`src/rtl/serial_addsub_alu.sv`:
```
// serial_addsub_alu: multi-cycle add/subtract/compare unit.
// Operands are consumed DIGIT bits per clock, least significant chunk first,
// so the carry chain per cycle is only DIGIT bits deep. A start/done
// handshake brackets each operation; X and the status flags are registers
// that hold until the next completion or reset.
module serial_addsub_alu #(
  parameter int WIDTH = 6,
  parameter int DIGIT = 2
) (
  input  logic             clk,
  input  logic             rst,
  input  logic             start,
  input  logic [3:0]       instruction,
  input  logic [WIDTH-1:0] A,
  input  logic [WIDTH-1:0] B,
  output logic             busy,
  output logic             done,
  output logic [WIDTH-1:0] X,
  output logic             carry,
  output logic             overflow,
  output logic             zero,
  output logic             op_err
);

  localparam int N     = WIDTH / DIGIT;
  localparam int CNT_W = (N > 1) ? $clog2(N) : 1;

  localparam logic [3:0] OP_ADD = 4'b1010;
  localparam logic [3:0] OP_SUB = 4'b1011;
  localparam logic [3:0] OP_CMP = 4'b1101;

  // A partial last chunk would need a different datapath; refuse to build.
  generate
    if (DIGIT < 1 || (WIDTH % DIGIT) != 0) begin : g_bad_digit
      $error("serial_addsub_alu: WIDTH must be a positive multiple of DIGIT");
    end
  endgenerate

  typedef enum logic [1:0] {
    S_IDLE = 2'd0,
    S_RUN  = 2'd1,
    S_ERR  = 2'd2
  } state_t;

  state_t state, state_nxt;

  // Operand shift registers: the active chunk always sits in the low DIGIT bits.
  logic [WIDTH-1:0] a_q;
  logic [WIDTH-1:0] b_q;        // B for ADD, ~B for SUB/CMP
  logic             cy_q;       // running carry between chunks
  logic             cmp_q;      // compare: flags only, X untouched
  logic [CNT_W-1:0] cnt;
  logic [WIDTH-1:0] res_sr;     // result chunks shifted in from the top

  logic             op_legal;
  logic             op_sub;
  logic [DIGIT:0]   chunk_sum;
  logic [WIDTH+DIGIT-1:0] res_wide;
  logic [WIDTH-1:0] res_nxt;
  logic             last_chunk;

  // One DIGIT-bit slice of the ripple adder, with carry-out in the top bit.
  function automatic logic [DIGIT:0] add_chunk(input logic [DIGIT-1:0] a,
                                               input logic [DIGIT-1:0] b,
                                               input logic             cin);
    return {1'b0, a} + {1'b0, b} + {{DIGIT{1'b0}}, cin};
  endfunction

  assign op_legal = (instruction == OP_ADD) || (instruction == OP_SUB) ||
                    (instruction == OP_CMP);
  assign op_sub   = (instruction == OP_SUB) || (instruction == OP_CMP);
  assign busy     = (state != S_IDLE);

  // Datapath for the chunk handled on the coming edge.
  always_comb begin
    chunk_sum  = add_chunk(a_q[DIGIT-1:0], b_q[DIGIT-1:0], cy_q);
    res_wide   = {chunk_sum[DIGIT-1:0], res_sr};
    res_nxt    = res_wide[WIDTH+DIGIT-1:DIGIT];
    last_chunk = (cnt == CNT_W'(N - 1));
  end

  // State register.
  always_ff @(posedge clk) begin
    if (rst) begin
      state <= S_IDLE;
    end else begin
      state <= state_nxt;
    end
  end

  // Next-state logic: legal ops run N chunks, illegal ops report after one cycle.
  always_comb begin
    state_nxt = state;
    case (state)
      S_IDLE: begin
        if (start) begin
          state_nxt = op_legal ? S_RUN : S_ERR;
        end
      end
      S_RUN: begin
        if (last_chunk) begin
          state_nxt = S_IDLE;
        end
      end
      S_ERR:   state_nxt = S_IDLE;
      default: state_nxt = S_IDLE;
    endcase
  end

  // Operand latches, chunk accumulation and the visible result/flag registers.
  always_ff @(posedge clk) begin
    if (rst) begin
      a_q      <= '0;
      b_q      <= '0;
      cy_q     <= 1'b0;
      cmp_q    <= 1'b0;
      cnt      <= '0;
      res_sr   <= '0;
      done     <= 1'b0;
      X        <= '0;
      carry    <= 1'b0;
      overflow <= 1'b0;
      zero     <= 1'b0;
      op_err   <= 1'b0;
    end else begin
      done <= 1'b0;
      case (state)
        S_IDLE: begin
          // An illegal opcode leaves every visible register alone until
          // it is reported; only legal ones clear the previous status.
          if (start && op_legal) begin
            a_q      <= A;
            b_q      <= op_sub ? ~B : B;
            cy_q     <= op_sub;
            cmp_q    <= (instruction == OP_CMP);
            cnt      <= '0;
            res_sr   <= '0;
            carry    <= 1'b0;
            overflow <= 1'b0;
            zero     <= 1'b0;
            op_err   <= 1'b0;
          end
        end
        S_RUN: begin
          a_q    <= a_q >> DIGIT;
          b_q    <= b_q >> DIGIT;
          cy_q   <= chunk_sum[DIGIT];
          res_sr <= res_nxt;
          cnt    <= cnt + 1'b1;
          if (last_chunk) begin
            if (!cmp_q) begin
              X <= res_nxt;
            end
            carry    <= chunk_sum[DIGIT];
            // On the last chunk the low slices of a_q/b_q hold the original
            // top bits, so bit DIGIT-1 is the operand sign.
            overflow <= (a_q[DIGIT-1] == b_q[DIGIT-1]) &&
                        (res_nxt[WIDTH-1] != a_q[DIGIT-1]);
            zero     <= (res_nxt == '0);
            done     <= 1'b1;
          end
        end
        S_ERR: begin
          op_err <= 1'b1;
          done   <= 1'b1;
        end
        default: ;
      endcase
    end
  end

endmodule

```
`config.mk`:
```
export PLATFORM = sky130hd
export DESIGN_NAME = serial_addsub_alu
export DESIGN_NICKNAME = d
export VERILOG_FILES = /design/src/rtl/serial_addsub_alu.sv
export SDC_FILE = /design/constraint.sdc
export NUM_CORES = 1
export LEC_CHECK = 0
export ABC_AREA = 1
export ABC_CLOCK_PERIOD_IN_PS = 2500
export BUFFER_PORTS_ARGS = -buffer_cell sky130_fd_sc_hd__buf_2
export CELL_PAD_IN_SITES_DETAIL_PLACEMENT = 0
export CELL_PAD_IN_SITES_GLOBAL_PLACEMENT = 1
export CORE_MARGIN = 3
export CORE_UTILIZATION = 40
export CTS_CLUSTER_SIZE = 8
export DETAILED_ROUTE_END_ITERATION = 8
export PLACE_DENSITY = 0.8
export SLEW_MARGIN = 20
export SYNTH_ARGS = -nofsm -noshare
export SYNTH_HDL_FRONTEND = slang
export SYNTH_SLANG_ARGS = --single-unit
```
`constraint.sdc`:
```
create_clock -name clk -period 2.5 [get_ports clk]
set_input_delay 0.125 -clock clk [delete_from_list [all_inputs] [get_ports clk]]
set_output_delay 0.125 -clock clk [all_outputs]
set_load 0.03 [all_outputs]
```
## Word-level counts from Yosys, hierarchy flattened

Cells that the tools add are included.

- Register bits after elaboration: 35
- Word-level logic and storage cells: 70

- Add/sub/neg operators: 3
- Equality and inequality tests: 11
- Multiplexer cells: 25
- Bitwise logic cells: 2
- Reductions and logical operators: 16

Operators by type and width:

| cell | number |
|---|---|
| $pmux W6 S2 | 3 |
| $mux W6 | 4 |
| $eq A4 B4 Y1 const B | 3 |
| $pmux W1 S2 | 6 |
| $mux W2 | 4 |
| $pmux W2 S2 | 2 |
| $reduce_and A2 Y1 | 4 |
| $logic_not A6 Y1 | 1 |
| $mux W1 | 6 |
| $ne A2 B2 Y1 const B | 3 |
| $not A6 Y6 | 1 |
| $reduce_and A3 Y1 | 2 |
| $reduce_bool A2 Y1 | 3 |
| $eq A2 B2 Y1 const B | 2 |
| $add A2 B2 Y3 | 1 |
| $add A3 B1 Y3 | 1 |
| $logic_or A1 B1 Y1 | 3 |
| $add A2 B1 Y2 const B | 1 |
| $eq A2 B1 Y1 const B | 1 |
| $logic_and A1 B1 Y1 | 2 |
| $logic_not A2 Y1 | 1 |
| $eq A1 B1 Y1 | 1 |
| $ne A1 B1 Y1 | 1 |
| $not A1 Y1 | 1 |

## Depth between registers and ports, before layout

Gate-level depths: netlist of run 1.

- Word-level depth: 6
- Mapped depth: 10

## Worst setup path after synthesis of run 1

OpenSTA, ideal clock, no wires.

- Path kind: register -> register
- Start point: reg a_q[0]
- End point: reg zero
- Library setup time: 64 ps
- Arrival: 1736 ps
- Data required time: 2436 ps
- Slack: 700 ps
- Cell stages (with the launch flop): 8
- Path buffers: 0
- Path through: dfxtp_1 inv_1 fa_1 fa_1 inv_1 nor4_1 nor2_1 nor2_1

- Longest elaborated chain between the ends: 5

RTL lines:

| item | line | source |
|---|---|---|
| from (decl) | 48 | `logic [WIDTH-1:0] a_q;` |
| from (signal assigned) | 145 | `a_q <= a_q >> DIGIT;` |
| $add A2 B2 Y3 | 66 | `return {1'b0, a} + {1'b0, b} + {{DIGIT{1'b0}}, cin};` |
| $add A3 B1 Y3 | 66 |  |
| $logic_not A6 Y1 | 159 | `zero <= (res_nxt == '0);` |
| $mux W1 | 150 | `if (last_chunk) begin` |
| $pmux W1 S2 | 127 | `case (state)` |
| to (signal assigned) | 159 |  |
| to (decl) | 21 | `output logic zero,` |

Every way passes these cells. The select of a mux whose other input is x is not followed.
A chain may end at the register's enable or synchronous reset.

## Final worst setup path of run 1

- Start point: reg a_q[0]
- End point: reg overflow

- Longest elaborated chain between the ends: 6

RTL lines:

| item | line | source |
|---|---|---|
| $add A2 B2 Y3 | 66 |  |
| $add A3 B1 Y3 | 66 |  |
| $ne A1 B1 Y1 | 158 | `(res_nxt[WIDTH-1] != a_q[DIGIT-1]);` |
| $logic_and A1 B1 Y1 | 157 | `overflow <= (a_q[DIGIT-1] == b_q[DIGIT-1]) &&` |
| $mux W1 | 150 |  |
| $pmux W1 S2 | 127 |  |
| to (signal assigned) | 157 |  |
| to (decl) | 20 | `output logic overflow,` |

Every way passes these cells. The select of a mux whose other input is x is not followed.

==> impl_metrics.py, run 1 <==
metrics = {
    "outcome": {
        "status": "complete, no violations",
    },
    "finish": {
        "postLayoutCellArea_um2": 1980,
        "area_growth_pct": 13.6,
        "ratio_of_cells_with_drive_above_1_in_the_final_layout": 0.260,
        "antennaDiodeCount": 0,
        "design.final.nets": 288,
    },
    "synthesis": {
        "synth-adder-area-share": 0.0589,
        "synth_net_count": 257,
        "synth.ff_latch_count": 33,
        "post_synth_mux_area_share": 0.00574,
        "dominant_combinational_cell_family_by_area_after_synthesis": "simple AND/OR/NAND/NOR gates",
        "ys_seq_area_frac": 0.379,
        "synth_compound_area_frac": 0.161,
        "mapped_cell_area_um2": 1740,
        "synth_cell_types": 31,
        "post_synth_and_or_nand_nor_area_fraction": 0.294,
        "syn_inst": 231,
        "synth.yosys.warnings": 0,
        "avgSynthCellArea_um2": 7.55,
        "synth_xor_area_frac": 0,
    },
    "timing": {
        "max_freq_mhz": 524,
        "timing.final.hold_violations": 0,
        "finalClockSkew_ps": 2.44,
        "totalNegativeSetupSlack_ps": 0,
        "grt_setup_unrepaired": "false",
        "ratio_of_final_minimum_period_to_clock_period": 0.763,
        "final.hold.worst_slack_ps": 95.6,
        "timing.slew.headroom": 0.602,
        "final-max-slew-violation-count": 0,
        "setup_violations": 0,
        "worst_pin_slew_ps": 597,
        "fin_crit_period_ps": 1910,
    },
    "global_routing": {
        "groute.usage.overall": 0.152,
        "grt_pass1_wl_um": 6070,
        "antenna_found_initial": 0,
        "grt_max_degree": 23,
        "overflow": 0,
        "grt_pass1_vias": 1361,
    },
    "setup_path": {
        "timing_worst_setup_path_type": "register to register",
        "crit_path_required_time_ps": 2730,
        "critical_path.startpoint_type": "register",
        "timing.critical_path.fanout_max": 4,
        "crit_path_cell_trace": "inv_1 -> fa_1 -> fa_1 -> inv_1 -> o21ai_0 -> a211oi_1 -> nor2_1 -> nor2_1",
        "cpPeakStageDelay_ps": 470,
        "worst-endpoint-arrival_ps": 2140,
        "critPathSlowestCell": "sky130_fd_sc_hd__fa_1",
        "timing.critical_path.to_type": "register",
    },
    "die": {
        "core_um2": 4120,
        "die_w_um": 72.0,
        "io_pins": 31,
        "fp.dieArea_um2": 5190,
        "floorplan.initialDensity": 0.424,
        "row_count": 23,
        "vertical_die_dimension_um": 72.0,
    },
    "clock_tree": {
        "cts_inserted_buffers": 5,
        "clock_tree.htree_level_count": 2,
        "clk_pin_slew_ps": 60,
        "cts_repair_resize_count": 0,
        "post-cts-setup-buffers": 0,
        "clockRootBuffer": "sky130_fd_sc_hd__clkbuf_8",
        "holdBufCountCts": 0,
        "clk_path_buf_depth": 2,
        "clock_latency_ps": 280,
        "cts_tree": "yes",
        "numClockSinks": 33,
    },
    "place": {
        "place.port_buffers": 30,
        "post-dp-hpwl_um": 2570,
        "post_dp_cell_area_um2": 1890,
        "place.gp.congestion": 0.733,
    },
    "drt": {
        "drcViolationCount": 0,
        "detail_route.first_pass.iterations": 4,
        "wl_um": 3570,
        "avgViaCountPerCell": 4.84,
        "detail-route-antenna-nets": 0,
        "detail_route.wl_per_cell_um": 11.4,
        "num_vias": 1511,
        "detailedRoute.firstIterationViolations": 53,
    },
    "power_and_ir_drop": {
        "clock_power_share": 0.359,
        "cell_internal_pwr_mw": 0.821,
        "p_per_area_nw_per_um2": 569,
        "leakage_nw": 0.910,
        "power.share.switching": 0.272,
        "p_switching_mw": 0.306,
        "combPwrFrac": 0.148,
        "seq_power_share": 0.493,
        "vdd_drop_max_mv": 0.297,
    },
    "min_path": {
        "hold_class": "input pin to register",
    },
    "flow_run": {
        "maxCapViolations": 0,
    },
}
sequential cells by signal (all words and copies together) (netlist names):
signal,count
X,6
cmp_q,1
b_q,6
zero,1
carry,1
state,2
cy_q,1
overflow,1
done,1
cnt,2
a_q,6
op_err,1
res_sr,4
metal layers:
metal	GRT usage	wire, µm	up-vias
li1	-	-	801
met1	0.201	1780	671
met5	0	0	-
met2	0.233	1540	32
met4	0.0689	70	0
met3	0.0388	179	7
final timing paths:
check / from / to / slack (ps) / cells past startpoint
worst min-delay path: A[5] / a_q[5] / 100 / 3
worst min register to register: op_err / op_err / 460 / 2
worst max register to register: a_q[0] / overflow / 590 / 8
worst max-delay path: a_q[0] / overflow / 590 / 8
cells by family (layout without fill, tap and decap cells):
| logic type | Yosys count | in the layout |
|---|---|---|
| simple gates | 107 | 107 |
| fa+ha+maj | 7 | 7 |
| mux | 1 | 1 |
| buf+inv | 34 | 65 |
| flops | 33 | 33 |
| compound gates | 49 | 49 |
cell usage after synthesis:
cell type / n / area [µm²]
sky130_fd_sc_hd__nand2_1: 44 / 165
sky130_fd_sc_hd__dfxtp_1: 33 / 661
sky130_fd_sc_hd__nor2_1: 32 / 120
sky130_fd_sc_hd__inv_1: 22 / 82.6
sky130_fd_sc_hd__a21oi_1: 19 / 95.1
sky130_fd_sc_hd__o21ai_0: 18 / 90.1
sky130_fd_sc_hd__a21oi_2: 8 / 70.1
sky130_fd_sc_hd__nand2_2: 8 / 50.1
sky130_fd_sc_hd__nand3_1: 7 / 35.0
sky130_fd_sc_hd__ha_1: 5 / 62.6
sky130_fd_sc_hd__nand3_2: 5 / 50.1
sky130_fd_sc_hd__nand2_4: 4 / 45.0
sky130_fd_sc_hd__nand3b_1: 3 / 22.5
sky130_fd_sc_hd__buf_12: 2 / 40.0
sky130_fd_sc_hd__buf_2: 2 / 10.0
sky130_fd_sc_hd__fa_1: 2 / 40.0
sky130_fd_sc_hd__inv_2: 2 / 7.51
sky130_fd_sc_hd__o21ai_1: 2 / 10.0
sky130_fd_sc_hd__a211oi_1: 1 / 7.51
sky130_fd_sc_hd__buf_1: 1 / 3.75
sky130_fd_sc_hd__buf_4: 1 / 7.51
sky130_fd_sc_hd__buf_6: 1 / 11.3
sky130_fd_sc_hd__clkbuf_1: 1 / 3.75
sky130_fd_sc_hd__clkinv_1: 1 / 3.75
sky130_fd_sc_hd__inv_4: 1 / 6.26
sky130_fd_sc_hd__mux2i_1: 1 / 10.0
sky130_fd_sc_hd__nand4_1: 1 / 6.26
sky130_fd_sc_hd__nor2_2: 1 / 6.26
sky130_fd_sc_hd__nor4_1: 1 / 6.26
sky130_fd_sc_hd__o21a_1: 1 / 7.51
sky130_fd_sc_hd__or2_2: 1 / 6.26
cell usage in the layout (no fill, tap or decap), drive strengths merged, types with 2 or more instances in the layout:
cell type / n
nand2: 56
dfxtp: 33
nor2: 33
buf: 32
a21oi: 27
inv: 25
o21ai: 20
nand3: 12
clkbuf: 7
ha: 5
nand3b: 3
fa: 2
critical path: cells and delay by family, from the launching register on:
| kind | cells | cell delay, ps |
|---|---|---|
| AO/OA/AOI/OAI | 2 | 270 |
| adder cells (fa/ha/maj) | 2 | 900 |
| buffers and inverters | 2 | 200 |
| flip-flops | 1 | 320 |
| AND/OR/NAND/NOR | 2 | 160 |
power groups by stage:
stage	Sequential [mW]	Clock, mW	Combinational [mW]
after floorplan	0.576	0	0.120
after global routing	0.557	0.437	0.191
after detailed placement	0.568	0	0.168
after global placement	0.567	0	0.169
after CTS	0.556	0.412	0.169
final	0.556	0.405	0.167
through the flow:
step,total power [mW],setup slack [ps],util,std cells
after CTS,1.14,594,0.481,312
after floorplan,0.697,700,-,231
after detailed placement,0.736,607,0.460,305
after global routing,1.19,433,0.481,312
after global placement,0.736,639,0.460,305
final,1.13,592,0.481,312
final cells by class:
class	count	area, µm²
inverter	26	100
timing repair buffer	32	165
fill	442	2130
clock buffer	7	86.3
multi-input combinational	164	906
tap	50	62.6
sequential	33	661
Note: power is estimated with default switching activity, not from simulation.
==> run 2, diff against run 1 <==
--- a/config.mk
+++ b/config.mk
@@ -5,8 +5,8 @@
 export SDC_FILE = /design/constraint.sdc
 export NUM_CORES = 1
 export LEC_CHECK = 0
-export ABC_AREA = 1
-export ABC_CLOCK_PERIOD_IN_PS = 2500
+export ABC_AREA = 0
+export ABC_CLOCK_PERIOD_IN_PS = 1800
 export BUFFER_PORTS_ARGS = -buffer_cell sky130_fd_sc_hd__buf_2
 export CELL_PAD_IN_SITES_DETAIL_PLACEMENT = 0
 export CELL_PAD_IN_SITES_GLOBAL_PLACEMENT = 1
@@ -14,7 +14,7 @@
 export CORE_UTILIZATION = 40
 export CTS_CLUSTER_SIZE = 8
 export DETAILED_ROUTE_END_ITERATION = 8
-export PLACE_DENSITY = 0.8
+export PLACE_DENSITY = 0.78
 export SLEW_MARGIN = 20
 export SYNTH_ARGS = -nofsm -noshare
 export SYNTH_HDL_FRONTEND = slang
==> constraint.sdc (replaced) <==
create_clock -name clk -period 1.8 [get_ports clk]
set_input_delay 0.09 -clock clk [delete_from_list [all_inputs] [get_ports clk]]
set_output_delay 0.09 -clock clk [all_outputs]
set_load 0.03 [all_outputs]
==> run 2 against run 1 <==
Net effect: the flow now finishes with violations (negative setup slack); worst hold slack worse by 20 ps; sequential power up 37%; register-to-register slack worse by 660 ps; wire length up 18%; via count up 2.4%; setup slack worse by 660 ps; count of clock-buffer cells in the layout down 1; clock power up 33%; largest power group unchanged.
==> impl_metrics.py, run 2 <==
metrics = {
    "synthesis": {
        "fraction_of_synthesized_cell_area_taken_by_the_top_area_cell_type": 0.401,
        "synth_edf_count": 0,
        "mapped_cell_area_um2": 1650,
        "synth_cell_types": 42,
        "synth.ff_latch_count": 33,
        "yosys_most_used_dff": "sky130_fd_sc_hd__dfxtp_1",
        "synthMostInstantiatedCell": "sky130_fd_sc_hd__dfxtp_1",
        "syn_inst": 193,
        "post_synthesis_cell_type_with_the_largest_combined_area": "sky130_fd_sc_hd__dfxtp_1",
        "synth.top_cells.by_count": "sky130_fd_sc_hd__dfxtp_1, sky130_fd_sc_hd__nor2_1, sky130_fd_sc_hd__inv_1",
        "post_synth_main_area_contributors": "sky130_fd_sc_hd__dfxtp_1, sky130_fd_sc_hd__nor2_1, sky130_fd_sc_hd__ha_1",
        "synth_net_count": 219,
        "avgSynthCellArea_um2": 8.54,
        "synth.yosys.warnings": 0,
        "ys_seq_area_frac": 0.401,
        "postSynth.asyncResetShare": 0,
    },
    "drt": {
        "drcViolationCount": 0,
        "num_vias": 1548,
        "avgViaCountPerCell": 5.38,
        "detail-route-antenna-nets": 0,
        "wl_um": 4200,
        "detail_route.first_pass.iterations": 4,
        "detailedRoute.firstIterationViolations": 107,
        "detail_route.wl_per_cell_um": 14.6,
    },
    "timing": {
        "final.setup.worst_slack_ps": -71.7,
        "totalNegativeSetupSlack_ps": -71.7,
        "finalClockSkew_ps": 2.76,
        "grt_setup_unrepaired": "true",
        "setup_violations": 1,
        "fin_crit_period_ps": 1870,
        "ratio_of_final_minimum_period_to_clock_period": 1.04,
        "timing.final.hold_violations": 0,
        "worst_pin_slew_ps": 626,
        "final-max-slew-violation-count": 0,
        "timing.slew.headroom": 0.580,
        "max_freq_mhz": 534,
    },
    "die": {
        "fp.dieArea_um2": 4930,
        "die_w_um": 70.2,
        "floorplan.initialDensity": 0.431,
        "io_pins": 31,
        "vertical_die_dimension_um": 70.2,
        "row_count": 22,
        "core_um2": 3830,
    },
    "power_and_ir_drop": {
        "vdd_drop_max_mv": 0.351,
        "p_per_area_nw_per_um2": 734,
        "leakage_nw": 0.824,
    },
    "setup_path": {
        "worst-endpoint-arrival_ps": 2050,
        "critical-path-top-delay-family": "adder cells",
        "critPathSlowestCell": "sky130_fd_sc_hd__fa_1",
        "cp_num_buf_inv": 1,
        "critical_path.startpoint_type": "register",
        "crit_path_required_time_ps": 1970,
        "timing.critical_path.to_type": "register",
        "cpPeakStageDelay_ps": 550,
        "r2r-start": "cy_q",
        "timing_worst_setup_path_type": "register to register",
        "crit_start": "cy_q",
        "timing.critical_path.fanout_max": 2,
        "crit_path_cell_trace": "inv_2 -> fa_2 -> fa_1 -> xor2_1 -> nor4_1 -> mux2_4",
    },
    "place": {
        "post-place-ws_ps": -91.4,
        "post-dp-hpwl_um": 3190,
        "place.port_buffers": 30,
        "place.gp.congestion": 0.807,
    },
    "finish": {
        "ratio_of_cells_with_drive_above_1_in_the_final_layout": 0.292,
        "final_cell_mix": "sky130_fd_sc_hd__dfxtp_1, sky130_fd_sc_hd__buf_2, sky130_fd_sc_hd__buf_4",
        "area_growth_pct": 26.3,
        "reg.largest.list": "X x6, a_q x6, b_q x6",
        "antennaDiodeCount": 0,
        "design.final.nets": 265,
    },
    "clock_tree": {
        "clock_tree.htree_level_count": 2,
        "clk_path_buf_depth": 2,
        "clock_latency_ps": 280,
        "cts_inserted_buffers": 5,
        "cts_tree": "yes",
        "clockRootBuffer": "sky130_fd_sc_hd__clkbuf_8",
        "clk_pin_slew_ps": 70,
        "holdBufCountCts": 0,
        "numClockSinks": 33,
    },
    "global_routing": {
        "grt_pass1_wl_um": 7020,
        "grt_pass1_vias": 1541,
        "overflow": 0,
        "groute.usage.overall": 0.179,
        "antenna_found_initial": 0,
        "grt_max_degree": 21,
    },
    "min_path": {
        "timing.hold.worst.start": "A[5]",
        "hold_class": "input pin to register",
    },
    "outcome": {
        "violations": "negative setup slack",
        "status": "complete, but fails checks",
    },
    "flow_run": {
        "maxCapViolations": 0,
    },
}
## run 2: per-stage QoR
step	instances	hold slack [ps]	util	cell area [µm²]	power (mW)
final	288	75.8	0.544	2080	1.53
after global routing	288	69.8	0.544	2080	1.61
after CTS	284	68.0	0.526	2010	1.53
after detailed placement	276	372	0.504	1930	0.994
after global placement	276	360	0.504	1930	0.986
after floorplan	193	253	-	1650	0.911
## run 2: cell families after synthesis
kind of cell	Yosys count	synth area share
DFF	33	0.401
xor gates and xnor gates	4	0.0213
buffers and inverters	25	0.0585
AOI/OAI and AO/OA	54	0.241
and+or+nand+nor	65	0.185
muxes	5	0.0311
adders and majority gates	7	0.0623
## run 2: repair_timing
item / in CTS / in global routing
setup buffers: 0 / 4
pin swaps: 1 / 4
endpoints found under the setup margin: 6 / 21
hold endpoints to repair: 0 / 0
gates resized for setup: 1 / 11
## run 2: final cells by class
class,instances,area (µm²)
clock inverter,2,10.0
timing repair buffer,48,285
inverter,16,60.1
clock buffer,6,72.6
multi-input combinational,135,928
fill,364,1750
sequential,33,664
tap,48,60.1
## run 2: power breakdown
part | internal [mW] | switching (mW)
combinational | 0.0959 | 0.134
sequential | 0.749 | 0.0122
clock | 0.268 | 0.270
## run 2: worst paths after layout
check / cells after the start / end / slack (ps)
min reg2reg: 2 / X[0] / 470
min: 3 / a_q[5] / 80
max: 6 / overflow / -70
max reg2reg: 6 / overflow / -70
## run 2: layer usage
metal,vias to the layer above,GRT usage,routed length [µm]
li1,790,-,-
met1,716,0.219,1930
met2,31,0.293,2010
met3,11,0.0532,172
met4,0,0.0745,90
met5,-,0,0
## run 2: worst reg2reg max path: cells and delay by family, from the launching register on
| kind | cells | cell delay [ps] |
|---|---|---|
| buffers and inverters | 1 | 40 |
| and+or+nand+nor | 1 | 60 |
| DFF | 1 | 320 |
| adders and majority gates | 2 | 930 |
| muxes | 1 | 260 |
| xor gates and xnor gates | 1 | 150 |
